`src/rtl/mine_field_gen_pkg.sv`:
```
// Shared definitions for the minefield generator: FSM state encoding,
// default grid / mine constants and a small state helper.
package mine_field_gen_pkg;

   typedef enum logic [2:0] {
      ST_IDLE  = 3'd0,
      ST_CLEAR = 3'd1,
      ST_PLACE = 3'd2,
      ST_DONE  = 3'd3,
      ST_ERR   = 3'd4
   } state_t;

   localparam int DEF_X_W       = 4;
   localparam int DEF_Y_W       = 4;
   localparam int DEF_COLS      = 16;
   localparam int DEF_ROWS      = 16;
   localparam int DEF_MAX_MINES = 40;
   localparam int DEF_SAFE_R    = 1;
   localparam int DEF_RAND_W    = 16;
   localparam int DEF_MAX_TRIES = 4096;

   // States in which a start request is accepted.
   function automatic logic accepts_start(state_t s);
      return (s == ST_IDLE) || (s == ST_DONE) || (s == ST_ERR);
   endfunction

endpackage

```
`src/rtl/mine_field_gen_if.sv`:
```
// Control / status / board-RAM write bundle of the minefield generator.
// master = game controller side, slave = generator side.
interface mine_field_gen_if
   import mine_field_gen_pkg::*;
#(
   parameter int ADDR_W = DEF_X_W + DEF_Y_W,
   parameter int CNT_W  = $clog2(DEF_MAX_MINES + 1),
   parameter int RAND_W = DEF_RAND_W
) ();

   logic [RAND_W-1:0] random_number;
   logic              start;
   logic [CNT_W-1:0]  num_mines;
   logic [ADDR_W-1:0] safe_center_addr;
   logic              busy;
   logic              alg_done;
   logic              alg_err;
   logic [CNT_W-1:0]  mine_total;
   logic [ADDR_W-1:0] mem_addr;
   logic              mem_in;
   logic              mem_wren;

   modport master (
      output random_number, start, num_mines, safe_center_addr,
      input  busy, alg_done, alg_err, mine_total, mem_addr, mem_in, mem_wren
   );

   modport slave (
      input  random_number, start, num_mines, safe_center_addr,
      output busy, alg_done, alg_err, mine_total, mem_addr, mem_in, mem_wren
   );

endinterface

```
`src/rtl/mine_field_gen_cand_filter.sv`:
```
// Combinational candidate generator: folds the random word into one cell
// address and flags whether that cell lies inside the active grid and
// outside the safe zone around the first click. The used map is not
// considered here.
module mine_cand_filter
   import mine_field_gen_pkg::*;
#(
   parameter int X_W    = DEF_X_W,
   parameter int Y_W    = DEF_Y_W,
   parameter int COLS   = DEF_COLS,
   parameter int ROWS   = DEF_ROWS,
   parameter int SAFE_R = DEF_SAFE_R,
   parameter int RAND_W = DEF_RAND_W
) (
   input  logic [RAND_W-1:0]    random_number,
   input  logic [X_W+Y_W-1:0]   safe_center_addr,
   output logic [X_W+Y_W-1:0]   cand,
   output logic                 cand_ok
);

   localparam int ADDR_W = X_W + Y_W;
   localparam int NSLICE = (RAND_W + ADDR_W - 1) / ADDR_W;

   logic [NSLICE*ADDR_W-1:0] w_pad;
   logic [ADDR_W-1:0]        w_fold;
   logic [X_W-1:0]           w_x, w_sx;
   logic [Y_W-1:0]           w_y, w_sy;
   logic signed [X_W:0]      w_dx;
   logic signed [Y_W:0]      w_dy;
   logic                     w_in_grid;
   logic                     w_in_zone;

   // Top slice is zero-padded so every slice is a full address wide.
   assign w_pad = (NSLICE*ADDR_W)'(random_number);

   // XOR all address-wide slices together.
   always_comb begin
      w_fold = '0;
      for (int i = 0; i < NSLICE; i++) begin
         w_fold = w_fold ^ w_pad[i*ADDR_W +: ADDR_W];
      end
   end

   assign cand = w_fold;
   assign w_x  = w_fold[X_W-1:0];
   assign w_y  = w_fold[ADDR_W-1:X_W];
   assign w_sx = safe_center_addr[X_W-1:0];
   assign w_sy = safe_center_addr[ADDR_W-1:X_W];

   // Deltas carry one extra bit so a cell left of / above the centre is
   // negative rather than wrapping to a large unsigned value.
   assign w_dx = $signed({1'b0, w_x}) - $signed({1'b0, w_sx});
   assign w_dy = $signed({1'b0, w_y}) - $signed({1'b0, w_sy});

   assign w_in_grid = (int'(w_x) < COLS) && (int'(w_y) < ROWS);
   assign w_in_zone = (int'(w_dx) <= SAFE_R) && (int'(w_dx) >= -SAFE_R) &&
                      (int'(w_dy) <= SAFE_R) && (int'(w_dy) >= -SAFE_R);

   assign cand_ok = w_in_grid && !w_in_zone;

endmodule

```
`src/rtl/mine_field_gen.sv`:
```
// Minefield generator: clears the whole board RAM, then places num_mines
// distinct mines at random in-grid cells outside the first-click safe zone.
// Optional feature: define MINE_FIELD_GEN_WATCHDOG_EN to abort to ERR after
// MAX_TRIES consecutive rejected candidates.
module mine_field_gen
   import mine_field_gen_pkg::*;
#(
   parameter int X_W       = DEF_X_W,
   parameter int Y_W       = DEF_Y_W,
   parameter int COLS      = DEF_COLS,
   parameter int ROWS      = DEF_ROWS,
   parameter int MAX_MINES = DEF_MAX_MINES,
   parameter int SAFE_R    = DEF_SAFE_R,
   parameter int RAND_W    = DEF_RAND_W,
   parameter int MAX_TRIES = DEF_MAX_TRIES
) (
   input  logic             clk,
   input  logic             rst,
   mine_field_gen_if.slave  bus
);

   localparam int ADDR_W = X_W + Y_W;
   localparam int CNT_W  = $clog2(MAX_MINES + 1);
   localparam int NCELL  = 2 ** ADDR_W;

   if (COLS < 1 || COLS > 2**X_W || ROWS < 1 || ROWS > 2**Y_W ||
       SAFE_R < 0 || MAX_TRIES < 1) begin : g_bad_param
      $error("mine_field_gen: illegal parameter combination");
   end

   state_t            r_state, w_state_nxt;
   logic [ADDR_W-1:0] r_clr_addr, w_clr_addr_nxt;
   logic [NCELL-1:0]  r_used, w_used_nxt;
   logic [CNT_W-1:0]  r_num, w_num_nxt;
   logic [CNT_W-1:0]  r_total, w_total_nxt, w_total_inc;
   logic [ADDR_W-1:0] r_center, w_center_nxt;
   logic [ADDR_W-1:0] r_mem_addr, w_mem_addr_nxt;
   logic              r_mem_in, w_mem_in_nxt;
   logic              r_wren, w_wren_nxt;
   logic              r_busy, r_done, r_err;
   logic [ADDR_W-1:0] w_cand;
   logic              w_cand_ok;
`ifdef MINE_FIELD_GEN_WATCHDOG_EN
   localparam int TRY_W = $clog2(MAX_TRIES + 1);
   logic [TRY_W-1:0]  r_tries, w_tries_nxt;
`endif

   mine_cand_filter #(
      .X_W    (X_W),
      .Y_W    (Y_W),
      .COLS   (COLS),
      .ROWS   (ROWS),
      .SAFE_R (SAFE_R),
      .RAND_W (RAND_W)
   ) u_filter (
      .random_number    (bus.random_number),
      .safe_center_addr (r_center),
      .cand             (w_cand),
      .cand_ok          (w_cand_ok)
   );

   assign w_total_inc = r_total + 1'b1;

   // Next-state and next-register values for the FSM and write port.
   always_comb begin
      w_state_nxt    = r_state;
      w_clr_addr_nxt = r_clr_addr;
      w_used_nxt     = r_used;
      w_num_nxt      = r_num;
      w_total_nxt    = r_total;
      w_center_nxt   = r_center;
      w_mem_addr_nxt = r_mem_addr;
      w_mem_in_nxt   = 1'b0;
      w_wren_nxt     = 1'b0;
`ifdef MINE_FIELD_GEN_WATCHDOG_EN
      w_tries_nxt    = r_tries;
`endif
      case (r_state)
         ST_IDLE, ST_DONE, ST_ERR: begin
            if (bus.start && accepts_start(r_state)) begin
               w_num_nxt      = bus.num_mines;
               w_center_nxt   = bus.safe_center_addr;
               w_total_nxt    = '0;
               w_used_nxt     = '0;
               w_clr_addr_nxt = '0;
`ifdef MINE_FIELD_GEN_WATCHDOG_EN
               w_tries_nxt    = '0;
`endif
               if (int'(bus.num_mines) > MAX_MINES) w_state_nxt = ST_ERR;
               else                                 w_state_nxt = ST_CLEAR;
            end
         end
         ST_CLEAR: begin
            w_wren_nxt     = 1'b1;
            w_mem_addr_nxt = r_clr_addr;
            w_mem_in_nxt   = 1'b0;
            w_clr_addr_nxt = r_clr_addr + 1'b1;
            if (&r_clr_addr) begin
               w_state_nxt = (r_num == '0) ? ST_DONE : ST_PLACE;
            end
         end
         ST_PLACE: begin
            if (w_cand_ok && !r_used[w_cand]) begin
               w_wren_nxt         = 1'b1;
               w_mem_addr_nxt     = w_cand;
               w_mem_in_nxt       = 1'b1;
               w_used_nxt[w_cand] = 1'b1;
               w_total_nxt        = w_total_inc;
`ifdef MINE_FIELD_GEN_WATCHDOG_EN
               w_tries_nxt        = '0;
`endif
               if (w_total_inc == r_num) w_state_nxt = ST_DONE;
            end else begin
`ifdef MINE_FIELD_GEN_WATCHDOG_EN
               if (r_tries == TRY_W'(MAX_TRIES - 1)) w_state_nxt = ST_ERR;
               else                                  w_tries_nxt = r_tries + 1'b1;
`endif
            end
         end
         default: w_state_nxt = ST_IDLE;
      endcase
   end

   // State, bookkeeping and registered outputs; reset aborts any run.
   always_ff @(posedge clk or negedge rst) begin
      if (!rst) begin
         r_state    <= ST_IDLE;
         r_clr_addr <= '0;
         r_used     <= '0;
         r_num      <= '0;
         r_total    <= '0;
         r_center   <= '0;
         r_mem_addr <= '0;
         r_mem_in   <= 1'b0;
         r_wren     <= 1'b0;
         r_busy     <= 1'b0;
         r_done     <= 1'b0;
         r_err      <= 1'b0;
`ifdef MINE_FIELD_GEN_WATCHDOG_EN
         r_tries    <= '0;
`endif
      end else begin
         r_state    <= w_state_nxt;
         r_clr_addr <= w_clr_addr_nxt;
         r_used     <= w_used_nxt;
         r_num      <= w_num_nxt;
         r_total    <= w_total_nxt;
         r_center   <= w_center_nxt;
         r_mem_addr <= w_mem_addr_nxt;
         r_mem_in   <= w_mem_in_nxt;
         r_wren     <= w_wren_nxt;
         r_busy     <= (w_state_nxt == ST_CLEAR) || (w_state_nxt == ST_PLACE);
         r_done     <= (w_state_nxt == ST_DONE);
         r_err      <= (w_state_nxt == ST_ERR);
`ifdef MINE_FIELD_GEN_WATCHDOG_EN
         r_tries    <= w_tries_nxt;
`endif
      end
   end

   assign bus.busy       = r_busy;
   assign bus.alg_done   = r_done;
   assign bus.alg_err    = r_err;
   assign bus.mine_total = r_total;
   assign bus.mem_addr   = r_mem_addr;
   assign bus.mem_in     = r_mem_in;
   assign bus.mem_wren   = r_wren;

endmodule

```
`src/flat_wrapper.sv`:
```
// flat-port wrapper written by rule: the top's interface ports become plain ports
module mine_field_gen_flat import mine_field_gen_pkg::*;
#(
   parameter int X_W       = DEF_X_W,
   parameter int Y_W       = DEF_Y_W,
   parameter int COLS      = DEF_COLS,
   parameter int ROWS      = DEF_ROWS,
   parameter int MAX_MINES = DEF_MAX_MINES,
   parameter int SAFE_R    = DEF_SAFE_R,
   parameter int RAND_W    = DEF_RAND_W,
   parameter int MAX_TRIES = DEF_MAX_TRIES
)
  (clk, rst, bus_random_number, bus_start, bus_num_mines, bus_safe_center_addr, bus_busy, bus_alg_done, bus_alg_err, bus_mine_total, bus_mem_addr, bus_mem_in, bus_mem_wren);
  mine_field_gen_if #(.ADDR_W(8), .CNT_W(6), .RAND_W(RAND_W)) bus_i ();
  input  logic clk;
  input  logic rst;
  input wire logic [$bits(bus_i.random_number)-1:0] bus_random_number;
  input wire logic [$bits(bus_i.start)-1:0] bus_start;
  input wire logic [$bits(bus_i.num_mines)-1:0] bus_num_mines;
  input wire logic [$bits(bus_i.safe_center_addr)-1:0] bus_safe_center_addr;
  output wire logic [$bits(bus_i.busy)-1:0] bus_busy;
  output wire logic [$bits(bus_i.alg_done)-1:0] bus_alg_done;
  output wire logic [$bits(bus_i.alg_err)-1:0] bus_alg_err;
  output wire logic [$bits(bus_i.mine_total)-1:0] bus_mine_total;
  output wire logic [$bits(bus_i.mem_addr)-1:0] bus_mem_addr;
  output wire logic [$bits(bus_i.mem_in)-1:0] bus_mem_in;
  output wire logic [$bits(bus_i.mem_wren)-1:0] bus_mem_wren;
  assign bus_i.random_number = bus_random_number;
  assign bus_i.start = bus_start;
  assign bus_i.num_mines = bus_num_mines;
  assign bus_i.safe_center_addr = bus_safe_center_addr;
  assign bus_busy = bus_i.busy;
  assign bus_alg_done = bus_i.alg_done;
  assign bus_alg_err = bus_i.alg_err;
  assign bus_mine_total = bus_i.mine_total;
  assign bus_mem_addr = bus_i.mem_addr;
  assign bus_mem_in = bus_i.mem_in;
  assign bus_mem_wren = bus_i.mem_wren;
  mine_field_gen #(.X_W(X_W), .Y_W(Y_W), .COLS(COLS), .ROWS(ROWS), .MAX_MINES(MAX_MINES), .SAFE_R(SAFE_R), .RAND_W(RAND_W), .MAX_TRIES(MAX_TRIES)) u_core (.clk(clk), .rst(rst), .bus(bus_i));
endmodule
```
`config.mk`:
```
export PLATFORM = sky130hd
export DESIGN_NAME = mine_field_gen_flat
export DESIGN_NICKNAME = d
export VERILOG_FILES = /design/src/rtl/mine_field_gen_pkg.sv /design/src/rtl/mine_field_gen_if.sv /design/src/rtl/mine_field_gen_cand_filter.sv /design/src/rtl/mine_field_gen.sv /design/src/flat_wrapper.sv
export SDC_FILE = /design/constraint.sdc
export NUM_CORES = 1
export LEC_CHECK = 0
export ABC_AREA = 1
export ABC_CLOCK_PERIOD_IN_PS = 3700
export BUFFER_PORTS_ARGS = -buffer_cell sky130_fd_sc_hd__buf_2
export CAP_MARGIN = 20
export CORE_ASPECT_RATIO = 0.9
export CORE_MARGIN = 2
export CORE_UTILIZATION = 45
export DETAILED_ROUTE_END_ITERATION = 12
export PLACE_DENSITY = 0.62
export SYNTH_ARGS = -nofsm -noshare
export SYNTH_HDL_FRONTEND = slang
export SYNTH_SLANG_ARGS = --single-unit
```
`constraint.sdc`:
```
create_clock -name clk -period 3.7 [get_ports clk]
set_input_delay 1.11 -clock clk [delete_from_list [all_inputs] [get_ports clk]]
set_output_delay 1.11 -clock clk [all_outputs]
set_load 0.02 [all_outputs]
```
==> key figures, run 1 <==
Status
  • Status: complete, no violations

Floorplanning
  • Initial cell density of the core: 45.78%
  • Die height: 186.0 um
  • DIE AREA: 38350 um2
  • Die width: 206.2 um
  • Core Region: 36170 um2
  • IO Pins: 52
  • Num rows: 66

Critical path
  • Critical path capture point type: flip-flop
  • Beginning of the worst register-to-register path: u_core.r_center[1]
  • Worst EP arrival: ~4000 ps
  • Crit. Startpoint: bus_random_number[2]
  • Setup Crit Path Kind: input port to flip-flop
  • CP max FO: 8
  • WP data required: 4110 ps
  • Startpoint Class: input port
  • Internal reg-to-reg setup slack: 670 ps

Global route
  • Global Route Usage Sum: 27.78%
  • M1 GR Usage: 38.62%
  • Most used routing layer: met2
  • Largest net degree at the start of global routing: a little under 80
  • Initial antenna violation count: 0
  • Total gr overflow: 0
  • First-pass GRT wire length: around 83000 um
  • Grt met2 use: a little under half
  • Number of global-route vias before repair: between 15000 and 20000
  • Met3 GRT Util: between 4 and 5%

Timing
  • Final setup violation count: 0
  • Setup ws final: roughly 110 ps
  • Final hold slack: 482.9 ps
  • Actual slew at the worst max-slew pin: 887.6 ps
  • Fmax: 0.2785 GHz
  • Max_slew headroom: 40.83%
  • Final Max Tran Viols: 0
  • Min Clock Period, post-route: 3591 ps
  • Final hold vios: 0
  • RSZ-0062 raised after global routing: true
  • Clock skew: 26.08 ps
  • Final period util: 97.04%

Pwr
  • Worst vdd ir: 0.2854 mV
  • Pleak: 9.062 nW
  • Pwr Density: approximately 470 nW/um2

Finish
  • Antenna cells: 0
  • Finished Cell Area: between 15000 and 20000 um2
  • Area grow syn2layout: 20.27%
  • Fin nets: 2538
  • Layout cells sized above 1: 12.35%
  • Fill count: roughly 3500
  • Layout Utilization: between 50% and 60%

Logic synthesis
  • Avg Inst Size Synth: between 6 and 7 um2
  • Sequential share of the synthesized area: 45.34%
  • Syn Inst Count: approximately 2400
  • Syn_nets: 2448
  • Yosys top cell area share: between 40% and 50%
  • Post-synthesis cell area: 16560 um2
  • Top FF cell, synth: dfrtp_1
  • Total number of yosys warnings: 0
  • Ys async rst share: 100.0%
  • Synth top area cells: dfrtp_1 45%, nand2_1 25%, o21ai_0 6.7%
  • Area leader, netlist: dfrtp_1
  • FF+latch count, synth: 300
  • Number of library cell types mapped by synthesis: 36
  • Post-synth EDFFs: 0

Clock network
  • CTS tree: yes
  • CTS H-tree lvls: 2
  • Maximum clock path buffer count: 3
  • Clock transition at the registers of the reported paths: 60 ps
  • Clock latency on the worst-skew pair: 530 ps
  • Root buf cell: clkbuf_16
  • CTS buffer count: 36
  • Sink Count: 300

Detailed routing
  • Antenna Violating Nets Remaining: 0
  • DR DRC count: 0
  • DR pass1 iterations: 5
  • Average wire per standard cell: 17.76 um
  • 1st-iter DRT viols: 1345
  • Drt total wl: between 50000 and 60000 um
  • DR vias: 16057
  • DR vias/cell: 5.363

Place
  • Port Buffers: slightly above 50
  • Pre-CTS WS: -544.5 ps
  • DP Area: 18230 um2
  • GPL Wtd Cong: 0.8359
  • Detailed Place HPWL: 32120 um

Run
  • Max Cap Violations: 0

Hold path
  • Hold WC Path Type: flip-flop to flip-flop
  • HP Start: u_core.r_used[130]
kinds of logic after synthesis:
family | Yosys count | share of synthesized area (%)
compound gates | 466 | 14.58
flops | 300 | 45.34
fa+ha+maj | 14 | 1.149
mux | 1 | 0.06046
simple gates | 1262 | 29.13
xor+xnor | 18 | 1.088
buf+inv | 340 | 8.645
stage by stage:
stage | cells | TNS (ps) | power [mW]
floorplan | 2401 | -20460 | 4.694
global placement | 2915 | -107860 | 5.418
detailed placement | 2915 | -121440 | 5.449
CTS | 2980 | 0 | 9.312
global route | 2994 | -839.1 | 9.865
finish | 2994 | 0 | 9.458
worst paths after layout:
| kind | end | cells after the start |
|---|---|---|
| max | u_core.r_used[172] | 22 |
| min | u_core.r_used[130] | 2 |
| max reg2reg | u_core.r_used[172] | 20 |
| min reg2reg | u_core.r_used[130] | 2 |
| max in group asynchronous | u_core.bus.mem_addr[6] | 2 |
| min in group asynchronous | u_core.r_used[249] | 1 |
worst max-delay path, stage by stage:
cell and delay (ps):
buf_6 90, xnor2_2 210, inv_2 100, ha_4 300
nand2_2 60, o21ai_2 130, xor2_1 200, inv_1 80
nor4_2 280, ha_1 270, inv_1 70, o22ai_2 80
nor2_1 90, nand2_1 70, nand2_2 90, a21oi_4 60
nand2_8 140, nand2_8 150, buf_6 200, buf_6 120
nand2_4 50, o21ai_2 50
registers in the layout (all words and copies together) (netlist names):
name	cells
u_core.r_state	3
u_core.r_center	8
u_core.bus.mem_in	1
u_core.bus.alg_err	1
u_core.bus.mem_wren	1
u_core.bus.alg_done	1
u_core.r_num	6
u_core.bus.mine_total	6
u_core.r_clr_addr	8
u_core.bus.busy	1
u_core.bus.mem_addr	8
u_core.r_used	256
cell type report:
type,count,area (um2),area share [%]
Clock inverter,10,182.7,0.9174
Tap cell,476,595.6,2.991
Multi-Input combinational cell,1763,7858,39.46
Timing Repair Buffer,202,1957,9.827
Sequential cell,300,7507,37.70
Inverter,188,709.4,3.563
Clock buffer,55,1104,5.542
cell usage after synthesis, types with 2 or more instances:
cell / count
nor4_1: 3
clkbuf_1: 88
nor2_2: 3
o21ai_1: 89
dfrtp_1: 300
nor3_1: 4
fa_1: 2
nand3_1: 40
nor2_1: 94
xnor2_2: 3
o22ai_1: 36
nand2_1: 1112
buf_1: 2
nand2_2: 3
buf_6: 10
a31o_2: 2
a21oi_1: 106
ha_1: 12
buf_4: 6
o21ai_0: 223
xnor2_1: 3
a22o_1: 2
inv_2: 2
a211oi_1: 4
xor2_1: 12
inv_1: 185
buf_2: 46
routing by layer:
layer  vias to the layer above  part of all wire [%]
li1                       7727                     -
met1                      7707                    45
met2                       535                    45
met3                        88                   6.9
met4                         0                   2.5
met5                         -                     0
cell usage in the layout, fill, tap and decap left out, drive strengths merged, types with 2 or more instances in the layout:
cell type / n
bufinv: 5
nor4: 3
nor3: 4
nand3: 40
o21ai: 312
clkbuf: 60
a21oi: 106
fa: 2
a22o: 2
dfrtp: 300
xor2: 12
a31o: 2
clkinv: 5
nand2: 1117
inv: 188
nor2: 97
buf: 197
ha: 12
a211oi: 4
o22ai: 36
xnor2: 6
where the power goes:
group	switching, mW	internal, mW
logic	1.23	0.746
clock network	1.45	2.41
registers	0.146	3.48
total	2.83	6.63
timing repair:
| item | CTS | global route |
|---|---|---|
| gates resized for setup | 1 | 72 |
| hold buffers | 0 | 0 |
| hold endpoints to repair | 0 | 0 |
| endpoints found under the setup margin | 39 | 270 |
| cloned | 0 | 7 |
| setup buffers | 0 | 7 |
| pin swaps | 0 | 17 |
No activity file was read; power rests on OpenSTA's default activity.
==> run 2: changes to the inputs <==
- ABC_AREA: 1 -> not set
==> run 2 against run 1 <==
The flow now finishes with violations (setup timing); combinational power is 20% higher; register-to-register slack lost 310 ps; count of clock-buffer cells in the layout shrank 17; synthesized cell count decreased by 46%; worst setup slack worse by 330 ps; clock skew shrank 8.1 ps; design area down 3.9%; wire length fell by 8.0%; area after synthesis shrank 9.9%; flip-flop and latch count did not move; die area decreased by 9.7%; largest power group is now registers.
==> key figures, run 2 <==
Logic synthesis
  • Combinational family with the most area after synthesis: compound AO/OA/AOI/OAI gates
  • Post-synth EDFFs: 0 (unchanged)
  • Synth top area cells: dfrtp_1 50%, mux4_2 8.2%, nand2_1 6.8%
  • Avg Inst Size Synth: 11.48 um2 (+66%)
  • Syn Inst Count: 1300 (-46%)
  • FF+latch count, synth: 300 (unchanged)
  • Yosys top cell area share: 50.31% (+5.0 points)
  • Synth cell count leaders: 300 x dfrtp_1, 271 x nand2_1, 91 x o31ai_1, 88 x a32o_1, 76 x o31ai_2
  • Post-synthesis cell area: 14920 um2 (-9.9%)
  • Sequential share of the synthesized area: 50.31% (+5.0 points)
  • Post-synthesis compound-gate area fraction: 21.63% (+7.0 points)
  • Total number of yosys warnings: 0 (unchanged)
  • Syn_nets: 1347 (-45%)
  • Post-synthesis xor/xnor area fraction: 1.342% (+0.25 points)
  • Adder-Cell Fraction of Synth Area: 1.275% (+0.13 points)
  • Most frequent cell after synthesis: dfrtp_1
  • Mux cell area share after synthesis: 10.17% (+10 points)
  • Top FF cell, synth: dfrtp_1
  • Number of library cell types mapped by synthesis: 58 (+61%)
  • Ys async rst share: 100.0% (unchanged)
  • Post-synthesis simple-gate area fraction: 10.99% (-18 points)
  • Area leader, netlist: dfrtp_1

Detailed routing
  • DR vias/cell: 6.448 (+20%)
  • DR pass1 iterations: 5 (unchanged)
  • 1st-iter DRT viols: 1524 (+13%)
  • Drt total wl: 48900 um (-8.0%)
  • Antenna Violating Nets Remaining: 0 (unchanged)
  • Average wire per standard cell: 25.71 um (+45%)
  • DR DRC count: 0 (unchanged)
  • DR vias: 12265 (-24%)

Critical path
  • Crit. Startpoint: bus_random_number[0]
  • Internal reg-to-reg setup slack: 360 ps (-310 ps)
  • CP max FO: 12 (+4)
  • Crit Reg-Reg Endpoint: u_core.r_used[35]
  • Startpoint Class: input port
  • Beginning of the worst register-to-register path: u_core.r_center[6]
  • R2R cell count: 17 (-15%)
  • Worst EP arrival: 4400 ps (+400 ps)
  • Critical path capture point type: flip-flop
  • WP data required: 4180 ps (+70 ps)
  • Setup Crit Path Kind: input port to flip-flop
  • Setup crit end: u_core.r_used[177]

Floorplanning
  • Die height: 176.7 um (-5.0%)
  • DIE AREA: 34630 um2 (-9.7%)
  • Core Region: 32790 um2 (-9.3%)
  • Initial cell density of the core: 45.50% (-0.27 points)
  • Num rows: 63 (-4.5%)
  • Die width: 195.9 um (-5.0%)
  • IO Pins: 52 (unchanged)

Finish
  • Most common library cell in the layout ignoring fill and taps: dfrtp_1
  • Max reg flops: 256 (unchanged)
  • Antenna cells: 0 (unchanged)
  • Non-filler cells, final: 1902 (-36%)
  • Fin nets: 1507 (-41%)
  • Layout cells sized above 1: 35.41% (+23 points)
  • Largest register by flop count: u_core.r_used
  • Area grow syn2layout: 28.24%
  • Most frequent cells in the layout: 300 x dfrtp_1, 271 x nand2_1, 139 x buf_4, 90 x o31ai_2, 88 x a32o_1

Pwr
  • Pwr Density: 481.0 nW/um2 (+1.3%)
  • Worst vdd ir: 0.3488 mV (+22%)
  • Pleak: 8.310 nW (-8.3%)

Place
  • Port Buffers: 51 (unchanged)
  • Pre-CTS WS: -935.5 ps (-391.0 ps)
  • GPL Wtd Cong: 0.9067 (+8.5%)
  • Dpl cells: 1816 (-38%)
  • Detailed Place HPWL: 30820 um (-4.0%)

Global route
  • Number of global-route vias before repair: 12116 (-21%)
  • Largest net degree at the start of global routing: 135 (+75%)
  • Initial antenna violation count: 0 (unchanged)
  • Global Route Usage Sum: 28.07% (+0.29 points)
  • Total gr overflow: 0 (unchanged)
  • First-pass GRT wire length: 74150 um (-11%)

Timing
  • Final Max Tran Viols: 0 (unchanged)
  • Fmax: 0.2549 GHz (-8.5%)
  • Max_slew headroom: 21.58% (-19 points)
  • Final setup violation count: 273 (+273)
  • Clock skew: 18.01 ps (-8.069 ps)
  • Actual slew at the worst max-slew pin: 1173 ps (+285.9 ps)
  • Final period util: 106.0% (+9.0 points)
  • Min Clock Period, post-route: 3923 ps (+332.3 ps)
  • Setup ws final: -222.9 ps (-332.3 ps)
  • Final hold vios: 0 (unchanged)
  • RSZ-0062 raised after global routing: true

Clock network
  • Clock latency on the worst-skew pair: 580 ps (+50 ps)
  • Root buf cell: clkbuf_16
  • CTS H-tree lvls: 1 (-1)
  • Sink Count: 300 (unchanged)
  • CTS tree: yes
  • CTS buffer count: 31 (-14%)
  • Maximum clock path buffer count: 3 (unchanged)
  • Clock transition at the registers of the reported paths: 60 ps (about the same)

Run
  • Max Cap Violations: 0 (unchanged)

Hold path
  • Hold WC Path Type: flip-flop to flip-flop

Status
  • Status: finished, violations left
  • Failing checks: setup timing
run 2: cell types whose count changed after synthesis, moves of 89 or more:
cell     before  now
o21ai_0     223   26
inv_1       185   19
o21ai_1      89    0
o31ai_1       0   91
nand2_1    1112  271
a21oi_1     106   17
run 2: cell families after synthesis:
| kind of cell | after synthesis |
|---|---|
| flops | 300 |
| xor+xnor | 22 |
| mux | 75 |
| simple gates | 402 |
| buf+inv | 133 |
| fa+ha+maj | 14 |
| compound gates | 354 |
run 2: report_power, final:
group	internal, mW	leakage, nW	total (mW)	switching (mW)
combinational	0.924	3.63	2.37	1.44
sequential	3.41	4.15	3.54	0.124
clock	1.95	0.524	3.30	1.35
total	6.29	8.31	9.20	2.92
run 2: metal layers:
metal / vias up / part of all wire [%] / global-route usage [%]
li1: 5216 / - / -
met1: 6397 / 42 / 40.58
met2: 543 / 45 / 42.72
met3: 109 / 9.4 / 6.383
met4: 0 / 2.9 / 7.891
met5: - / 0 / 0
run 2: cell type report:
cell class / instances / area, um2
Fill cell: 2653 / 13660
Multi-Input combinational cell: 868 / 7656
Sequential cell: 300 / 7507
Timing Repair Buffer: 237 / 2300
Clock buffer: 38 / 842.1
Tap cell: 422 / 528.0
Clock inverter: 15 / 203.9
Inverter: 22 / 97.59
run 2: how the worst min path moves through the flow:
| stage | start | endpoint | slack, ps | cells past startpoint |
|---|---|---|---|---|
| 2_1_floorplan | u_core.r_used[233] | u_core.r_used[233] | 440 | 2 |
| 3_3_place_gp | u_core.r_used[210] | u_core.r_used[210] | 450 | 2 |
| 3_5_place_dp | u_core.r_used[89] | u_core.r_used[89] | 460 | 2 |
| 4_1_cts | u_core.r_used[175] | u_core.r_used[175] | 480 | 2 |
| 5_1_grt | u_core.r_used[157] | u_core.r_used[157] | 500 | 1 |
| 6_report | u_core.r_used[68] | u_core.r_used[68] | 480 | 2 |
run 2: worst max-delay path, stage by stage:
cell	delay, ps
buf_8	100
xor2_4	220
buf_12	180
buf_12	140
mux4_2	540
a22oi_2	220
nor2_2	60
a311oi_2	300
nand4_1	240
nor4_4	390
buf_6	210
nand2_8	120
bufbuf_16	320
o31ai_1	220
run 2: timing repair:
action                     4_1_cts  5_1_grt
gates cloned                     6        5
setup endpoints to repair      274      275
hold buffers                     0        0
buffers inserted                16        7
pin swaps                       18       28
resized for setup               48      103
run 2: metrics by stage:
step | area, um2 | power (mW) | utilization (%) | setup TNS, ps | hold WS [ps]
floorplan | 15190 | 4.819 | - | -155450 | 439.4
global placement | 16750 | 5.599 | 51.10 | -209550 | 454.6
detailed placement | 16770 | 5.624 | 51.13 | -226680 | 461.3
CTS | 18360 | 9.152 | 55.99 | -29690 | 475.3
global route | 19130 | 9.571 | 58.35 | -52250 | 495.5
finish | 19130 | 9.203 | 58.35 | -37080 | 478.3
==> run 3: changes to the inputs <==
- ABC_AREA: not set -> 1
- ABC_CLOCK_PERIOD_IN_PS: 3700 -> 3750
- clock period: 3.7 -> 3.75 ns (I/O delays scaled with it)
==> run 3 against run 2 <==
The run now ends clean; power down 3.4%; register-to-register slack better by 330 ps; wire length increased by 9.2%; final cell count grew 57%; core utilization shrank 4.2 points; critical path type unchanged; sequential share of layout area down 0.88 points; clock skew rose by 6.1 ps; via count rose by 30%; largest power group unchanged.
==> key figures, run 3 (synthesized netlist as in run 1, its figures left out) <==
Status
  • Status: complete, no violations

Global route
  • Global Route Usage Sum: 28.09% (about the same)
  • Initial antenna violation count: 0 (unchanged)
  • Number of global-route vias before repair: 15219 (+26%)
  • M1 GR Usage: 39.27% (-1.3 points)
  • First-pass GRT wire length: 83950 um (+13%)
  • Largest net degree at the start of global routing: 89 (-34%)
  • Grt met2 use: 45.60% (+2.9 points)
  • Most used routing layer: met2
  • Met3 GRT Util: 3.624% (-2.8 points)
  • Total gr overflow: 0 (unchanged)

Place
  • Pre-CTS WS: -520.9 ps (+414.5 ps)
  • GPL Wtd Cong: 0.8910 (-1.7%)
  • Port Buffers: 51 (unchanged)
  • Detailed Place HPWL: 32440 um (+5.3%)

Timing
  • Final Max Tran Viols: 0 (unchanged)
  • Final hold vios: 0 (unchanged)
  • Clock skew: 24.06 ps (+6.053 ps)
  • Fmax: between 0.2 and 0.3 GHz
  • Actual slew at the worst max-slew pin: 992.2 ps (-181.2 ps)
  • RSZ-0062 raised after global routing: true
  • Min Clock Period, post-route: 3616 ps
  • Final hold slack: 481.3 ps (+2.958 ps)
  • Max_slew headroom: 33.77% (+12 points)
  • Final period util: 96.42%
  • Final setup violation count: 0 (-100%)
  • Setup ws final: 134.1 ps (+357.0 ps)

Clock network
  • Sink Count: 300 (unchanged)
  • CTS H-tree lvls: 2 (+1)
  • Clock latency on the worst-skew pair: 540 ps (-40 ps)
  • Maximum clock path buffer count: 3 (unchanged)
  • CTS tree: yes
  • Clock transition at the registers of the reported paths: 60 ps (about the same)
  • Cts-stage hold buffer count: 0 (unchanged)
  • Root buf cell: clkbuf_16
  • CTS buffer count: 35 (+13%)

Pwr
  • Flop pwr share: 40.1% (+1.7 points)
  • Worst vdd ir: 0.2361 mV (-32%)
  • Switching share of power: 30.15% (-1.6 points)
  • Internal power: 6.207 mW (-1.2%)
  • Pleak: 8.959 nW (+7.8%)
  • Switch Pwr: 2.680 mW (-8.2%)
  • Comb power frac: 20.8% (-4.9 points)
  • Pwr Density: 454.0 nW/um2 (-5.6%)
  • Clock power frac: 39.1% (+3.3 points)

Finish
  • Most common library cell in the layout ignoring fill and taps: nand2_1
  • Area grow syn2layout: 18.22%
  • Largest register by flop count: u_core.r_used
  • Layout Utilization: 54.12% (-4.2 points)
  • Fin nets: 2534 (+68%)
  • Antenna cells: 0 (unchanged)
  • Most frequent cells in the layout: 1107 x nand2_1, 300 x dfrtp_1, 210 x o21ai_0, 182 x inv_1, 116 x buf_4
  • Max reg flops: 256 (unchanged)
  • Layout cells sized above 1: 11.59% (-24 points)

Hold path
  • Hold WC Path Type: flip-flop to flip-flop
  • HP Start: u_core.r_used[1]
  • Min-Delay Endpoint: u_core.r_used[1]
  • Worst hold stages: 2 (unchanged)

Floorplanning
  • DIE AREA: 38350 um2 (+11%)
  • Initial cell density of the core: 45.78% (+0.27 points)
  • Die height: 186.0 um (+5.2%)
  • Die width: 206.2 um (+5.2%)
  • Core Region: 36170 um2 (+10%)
  • IO Pins: 52 (unchanged)
  • Num rows: 66 (+4.8%)

Critical path
  • Worst EP arrival: 4020 ps (-380 ps)
  • CP max FO: 10 (-2)
  • Critical path capture point type: flip-flop
  • Setup Crit Path Kind: input port to flip-flop
  • Crit Reg-Reg Endpoint: u_core.r_used[214]
  • WP data required: 4150 ps (-30 ps)
  • Startpoint Class: input port
  • R2R cell count: 18 (+1)
  • Internal reg-to-reg setup slack: 690 ps (+330 ps)
  • Beginning of the worst register-to-register path: u_core.r_center[4]

Detailed routing
  • DR vias: 15993 (+30%)
  • DR DRC count: 0 (unchanged)
  • Drt total wl: 53380 um (+9.2%)
  • Average wire per standard cell: 17.87 um (-30%)
  • 1st-iter DRT viols: 1513 (-0.72%)
  • Antenna Violating Nets Remaining: 0 (unchanged)
  • DR vias/cell: 5.354 (-17%)
  • DR pass1 iterations: 6 (+1)

Run
  • Max Cap Violations: 0 (unchanged)
==> run 3: changes by cell type in the layout (fill, tap and decap cells not counted), sizes merged, moves of 59 or more <==
cell	before	now
nand2	273	1116
o21ai	26	312
o31ai	167	0
inv	22	186
a21oi	18	106
a32o	88	1
mux4	59	0
==> run 3: routing by layer <==
| metal | part of all wire [%] | wire length, um |
|---|---|---|
| met1 | 45 | 24000 |
| met2 | 45 | 24210 |
| met3 | 7.0 | 3712 |
| met4 | 2.7 | 1452 |
| met5 | 0 | 0 |
==> run 3: power by group through the flow <==
stage | logic (mW) | clock network (mW) | registers [mW]
finish | 1.84 | 3.47 | 3.57
global route | 2.04 | 3.64 | 3.59
CTS | 1.74 | 3.53 | 3.56
detailed placement | 1.73 | 0 | 3.62
global placement | 1.71 | 0 | 3.61
floorplan | 0.986 | 0 | 3.64
==> run 3: repair_timing <==
action | in CTS | in global routing
setup endpoints to repair | 0 | 256
buffers inserted | 0 | 7
gates resized for setup | 0 | 24
==> run 3: metrics by stage <==
stage	instance area (um2)	setup TNS, ps	total power, mW	std cells
after floorplan	16660	-17130	4.626	2401
after global placement	18120	-95070	5.320	2913
after CTS	19280	0	8.831	2974
after detailed placement	18120	-121780	5.346	2913
final	19570	0	8.886	2987
after global routing	19570	-132.2	9.269	2987
==> run 3: worst max-delay path by stage <==
stage,from,end
6_report,bus_random_number[2],u_core.r_used[214]
2_1_floorplan,bus_random_number[1],u_core.r_used[215]
5_1_grt,bus_random_number[12],u_core.r_used[214]
4_1_cts,bus_random_number[14],u_core.r_used[22]
3_5_place_dp,bus_random_number[14],u_core.r_used[185]
3_3_place_gp,bus_random_number[14],u_core.r_used[121]
==> run 3: area by class of cell <==
cell class | count | area (um2)
fill | 3535 | 16600
sequential | 300 | 7507
clock inverter | 4 | 45.04
timing repair buffer | 200 | 1808
inverter | 188 | 709.4
tap | 476 | 595.6
multi-input combinational | 1762 | 7787
clock buffer | 57 | 1121
==> run 3: critical path, cell delays in order <==
cell and delay [ps]:
buf_2 130, xnor2_4 210, inv_2 80, ha_4 280
nand2_1 60, o21ai_2 120, xor2_1 210, inv_1 80
nor4_2 240, ha_1 260, inv_1 50, o22ai_1 70
nor2_1 90, nand2_1 60, nand2_1 80, a21oi_2 60
nand2_4 160, nand2_8 140, buf_12 220, clkbuf_16 170
nand2_1 50, o21ai_1 60
